$ cat config.mk
export PLATFORM = sky130hd
export DESIGN_NAME = multicycle_control
export DESIGN_NICKNAME = d
export VERILOG_FILES = /design/src/rtl/multicycle_control.sv
export SDC_FILE = /design/constraint.sdc
export NUM_CORES = 1
export LEC_CHECK = 0
export ABC_AREA = 1
export CORE_UTILIZATION = 51
export CTS_CLUSTER_DIAMETER = 40
export CTS_CLUSTER_SIZE = 20
export DETAILED_ROUTE_END_ITERATION = 8
export PLACE_DENSITY = 0.88
export SETUP_SLACK_MARGIN = 0.05
export SYNTH_ARGS = -nofsm -noshare
export SYNTH_HDL_FRONTEND = slang
export SYNTH_SLANG_ARGS = --single-unit
$ cat constraint.sdc
create_clock -name clk -period 3.3 [get_ports clk]
set_input_delay 0.66 -clock clk [delete_from_list [all_inputs] [get_ports clk]]
set_output_delay 0.66 -clock clk [all_outputs]
set_load 0.01 [all_outputs]
$ cat src/rtl/multicycle_control.sv
// Multicycle MIPS-style control unit: Moore FSM sequencing fetch, decode, execute,
// memory and writeback, with a handshake on every memory access and a retirement counter.
module multicycle_control (
  input  logic        clk,
  input  logic        reset,
  input  logic [5:0]  opcode,
  input  logic        mem_ready,
  output logic        PCWrite,
  output logic        PCWriteCond,
  output logic        IorD,
  output logic        MemRead,
  output logic        MemWrite,
  output logic        MemtoReg,
  output logic        IRWrite,
  output logic        ALUSrcA,
  output logic        RegWrite,
  output logic        RegDst,
  output logic [1:0]  ALUOp,
  output logic [1:0]  ALUSrcB,
  output logic [1:0]  PCSource,
  output logic [3:0]  state,
  output logic        halted,
  output logic [15:0] instr_count
);

  typedef enum logic [3:0] {
    FETCH   = 4'd0,
    DECODE  = 4'd1,
    MEMADR  = 4'd2,
    MEMRD   = 4'd3,
    MEMWB   = 4'd4,
    MEMWR   = 4'd5,
    EXEC    = 4'd6,
    RTYPEWB = 4'd7,
    BRANCH  = 4'd8,
    JUMP    = 4'd9,
    IEXEC   = 4'd10,
    IWB     = 4'd11,
    HALT    = 4'd12
  } state_t;

  localparam logic [5:0] OP_RTYPE = 6'b000000;
  localparam logic [5:0] OP_LW    = 6'b100011;
  localparam logic [5:0] OP_SW    = 6'b101011;
  localparam logic [5:0] OP_BEQ   = 6'b000100;
  localparam logic [5:0] OP_J     = 6'b000010;
  localparam logic [5:0] OP_ADDI  = 6'b001000;
  localparam logic [5:0] OP_ANDI  = 6'b001100;
  localparam logic [5:0] OP_ORI   = 6'b001101;
  localparam logic [5:0] OP_SLTI  = 6'b001010;

  state_t     state_q;
  state_t     state_d;
  logic [15:0] count_q;

  assign state       = state_q;
  assign instr_count = count_q;

  always_ff @(posedge clk or posedge reset) begin
    if (reset) state_q <= FETCH;
    else       state_q <= state_d;
  end

  // An instruction retires on any entry into FETCH from elsewhere; FETCH stalls do not count.
  always_ff @(posedge clk or posedge reset) begin
    if (reset)                                   count_q <= 16'd0;
    else if (state_d == FETCH && state_q != FETCH) count_q <= count_q + 16'd1;
  end

  always_comb begin
    state_d = state_q;
    case (state_q)
      FETCH:  state_d = mem_ready ? DECODE : FETCH;
      DECODE: begin
        case (opcode)
          OP_LW, OP_SW:                      state_d = MEMADR;
          OP_RTYPE:                          state_d = EXEC;
          OP_BEQ:                            state_d = BRANCH;
          OP_J:                              state_d = JUMP;
          OP_ADDI, OP_ANDI, OP_ORI, OP_SLTI: state_d = IEXEC;
          default:                           state_d = HALT;
        endcase
      end
      // An opcode that is neither lw nor sw here can only be corruption; stop safely.
      MEMADR: begin
        if (opcode == OP_LW)      state_d = MEMRD;
        else if (opcode == OP_SW) state_d = MEMWR;
        else                      state_d = HALT;
      end
      MEMRD:   state_d = mem_ready ? MEMWB : MEMRD;
      MEMWR:   state_d = mem_ready ? FETCH : MEMWR;
      EXEC:    state_d = RTYPEWB;
      IEXEC:   state_d = IWB;
      MEMWB, RTYPEWB, IWB, BRANCH, JUMP: state_d = FETCH;
      HALT:    state_d = HALT;
      default: state_d = FETCH;
    endcase
  end

  // Strobes are held low for the whole time reset is high, even though state already reads FETCH.
  always_comb begin
    PCWrite     = 1'b0;
    PCWriteCond = 1'b0;
    IorD        = 1'b0;
    MemRead     = 1'b0;
    MemWrite    = 1'b0;
    MemtoReg    = 1'b0;
    IRWrite     = 1'b0;
    ALUSrcA     = 1'b0;
    RegWrite    = 1'b0;
    RegDst      = 1'b0;
    ALUOp       = 2'b00;
    ALUSrcB     = 2'b00;
    PCSource    = 2'b00;
    halted      = 1'b0;
    if (!reset) begin
      case (state_q)
        FETCH: begin
          MemRead = 1'b1;
          ALUSrcB = 2'b01;
          IRWrite = mem_ready;
          PCWrite = mem_ready;
        end
        DECODE: ALUSrcB = 2'b11;
        MEMADR: begin
          ALUSrcA = 1'b1;
          ALUSrcB = 2'b10;
        end
        MEMRD: begin
          MemRead = 1'b1;
          IorD    = 1'b1;
        end
        MEMWR: begin
          MemWrite = 1'b1;
          IorD     = 1'b1;
        end
        MEMWB: begin
          RegWrite = 1'b1;
          MemtoReg = 1'b1;
        end
        EXEC: begin
          ALUSrcA = 1'b1;
          ALUOp   = 2'b10;
        end
        RTYPEWB: begin
          RegWrite = 1'b1;
          RegDst   = 1'b1;
        end
        BRANCH: begin
          ALUSrcA     = 1'b1;
          ALUOp       = 2'b01;
          PCWriteCond = 1'b1;
          PCSource    = 2'b01;
        end
        JUMP: begin
          PCWrite  = 1'b1;
          PCSource = 2'b10;
        end
        IEXEC: begin
          ALUSrcA = 1'b1;
          ALUSrcB = 2'b10;
          ALUOp   = 2'b11;
        end
        IWB:     RegWrite = 1'b1;
        HALT:    halted = 1'b1;
        default: halted = 1'b0;
      endcase
    end
  end

endmodule

==> results.toml <==
[routing]
post_drt_wl_per_cell_um = 10.8
vias_per_cell = 5.01
vias = 1654
first_pass_iters = 4
drt_iter0_drc = 85
drt_wl_total_mm = 3.57
route.detailed.drc = 0
ant_nets = 0

[pwr]
intPower_uw = 702
clkPwrFrac = 0.155
combPwrFrac = 0.575
power.density_nw_per_um2 = 617
p_sw_uw = 613
p_seq_frac = 0.270
vdd_ir_drop_max_v = 0.000707
leakagePower_uw = 0.00104
switching_share = 0.466

[timing]
hold_viol = 0
rsz0062_at_grt = "false"
setup_viol = 0
setup_tns_ns = 0
max_slew.worst_pin.slew_ns = 0.780
timing.hold.ws_ns = 0.517
period_minus_slack_ns = 2.98
period_share = 0.904
fmaxAchievable_mhz = 335
clock_skew_ns = 0.00972
slew_violations = 0
slew_headroom = 0.480

[clock_tree]
clk_pin_slew_ns = 0.11
cts_max_level = 1
post_cts_resized = 0
clk_latency_ns = 0.31
postCtsSetupRepairBufs = 0
postCtsHoldBufs = 0
clockBufferDepth = 2
clock-root-buffer = "clkbuf_4"
numCtsBuffers = 3
clkSinkCount = 20
cts_tree = "done"

[yosys]
synthDistinctLibCells = 29
synth_warnings = 0
ys_seq_elements = 20
synthesis.nets = 253
synthCells = 243
syn-cell-area_sq_um = 1610
syn_avg_cell_area_sq_um = 6.63
synth-seq-area-share = 0.311

[setup_path]
critPathLaunchType = "flip-flop"
path_class = "reg2out"
crit_fanout = 18
cp-end-kind = "output pin"
cp.required_ns = 2.64
cp.arrival_ns = 2.32

[global_route]
grt_max_degree = 21
grt_pass1_vias = 1460
grt_use_total = 0.241
grt_overflow = 0
grt_pass1_wl_mm = 6.41
antenna_found_initial = 0

[place]
gp_congestion = 0.856
port_buffers = 45
dp.final_hpwl_mm = 2.74

[cells_and_area]
layout_common_cells = "76 x nand2_1, 45 x clkdlybuf4s50_1, 28 x inv_1, 27 x nor2_1"
fillers = 253
register_area_sq_um = 500
final_nets = 297
antenna_cells = 0
layout_commonest_cell = "nand2_1"
multiInputGateArea_sq_um = 930
drive_above_1_share = 0.0909
syn2layout_area_growth_pct = 32.3

[min_path]
hold_path.class = "reg2reg"

[floorplanning]
ios = 46
core_area_sq_um = 3030
core.rowCount = 20
initial_core_util = 0.532
die_h_um = 58.2
die_w_um = 58.2
die-area_sq_um = 3390

[run_status]
status = "finished, final reports clean"

[run]
maxCapViolations = 0
state kept, by name (all words and copies together) (netlist names):
| register | count |
|---|---|
| instr_count | 16 |
| state | 4 |
metal layers:
metal  vias to the layer above  part of all wire  track usage
li1                        869                 -            -
met5                         -                 0            0
met2                        33              0.47        0.389
met4                         0            0.0095       0.0748
met3                         4             0.034       0.0290
met1                       748              0.48        0.339
critical path: stages, from the launching register on:
cell and delay (ns):
dfrtp_1 0.46, nor2_1 0.35, nand2_4 0.23, nor2_1 0.22
inv_1 0.08, a21oi_1 0.13, clkdlybuf4s50_1 0.55
cells by family (layout without fill, tap and decap cells):
kind of cell,Yosys count,after routing,share of synthesized area
DFF,20,20,0.311
buffers and inverters,42,85,0.112
AOI/OAI and AO/OA,11,11,0.0404
adders and majority gates,1,1,0.00777
xor gates and xnor gates,11,11,0.0598
and+or+nand+nor,158,158,0.469
worst paths after layout:
path | from | slack [ns] | to | depth (start not counted)
setup / recovery | state[0] | 0.32 | PCWrite | 6
hold / removal | instr_count[14] | 0.52 | instr_count[14] | 2
setup reg to reg | state[3] | 1.29 | instr_count[15] | 9
hold reg to reg | instr_count[14] | 0.52 | instr_count[14] | 2
max in group asynchronous | reset | 1.60 | instr_count[10] | 3
min in group asynchronous | reset | 1.21 | state[2] | 3
power groups by stage:
| stage | combinational (uW) | sequential, uW | clock, uW |
|---|---|---|---|
| after CTS | 756 | 355 | 209 |
| final | 757 | 356 | 203 |
| after floorplan | 528 | 368 | 0 |
| after global routing | 833 | 365 | 219 |
| after detailed placement | 750 | 360 | 0 |
| after global placement | 739 | 357 | 0 |
synthesized netlist by cell type, drive strengths merged:
cell	number	area, sq um
nand3	16	97.6
o21ai	4	23.8
a31oi	2	12.5
a21oi	5	28.8
xnor2	3	26.3
dfrtp	20	500
nand4	21	146
or2	1	6.26
nor2	34	159
clkbuf	3	11.3
nor4	1	6.26
nand3b	1	7.51
nor3	6	30.0
inv	34	128
ha	1	12.5
nand2	78	303
xor2	8	70.1
buf	5	41.3
layout make-up:
cell class              instances  share of cell area
multi-input cells             181               0.436
flip-flops and latches         20               0.235
repair buffers                 47               0.218
inverters                      34              0.0599
well taps                      44              0.0258
clock inverters                 1              0.0141
clock buffers                   3              0.0106
metrics by stage:
| stage | instances | total power (uW) | setup slack [ns] | cell area, sq um | util |
|---|---|---|---|---|---|
| after floorplan | 243 | 896 | 1.18 | 1610 | - |
| after global placement | 326 | 1100 | 0.458 | 2080 | 0.686 |
| after detailed placement | 326 | 1110 | 0.445 | 2080 | 0.686 |
| after CTS | 330 | 1320 | 0.324 | 2130 | 0.704 |
| final | 330 | 1320 | 0.318 | 2130 | 0.704 |
| after global routing | 330 | 1420 | 0.119 | 2130 | 0.704 |
Power figures use the tool's default switching activity.
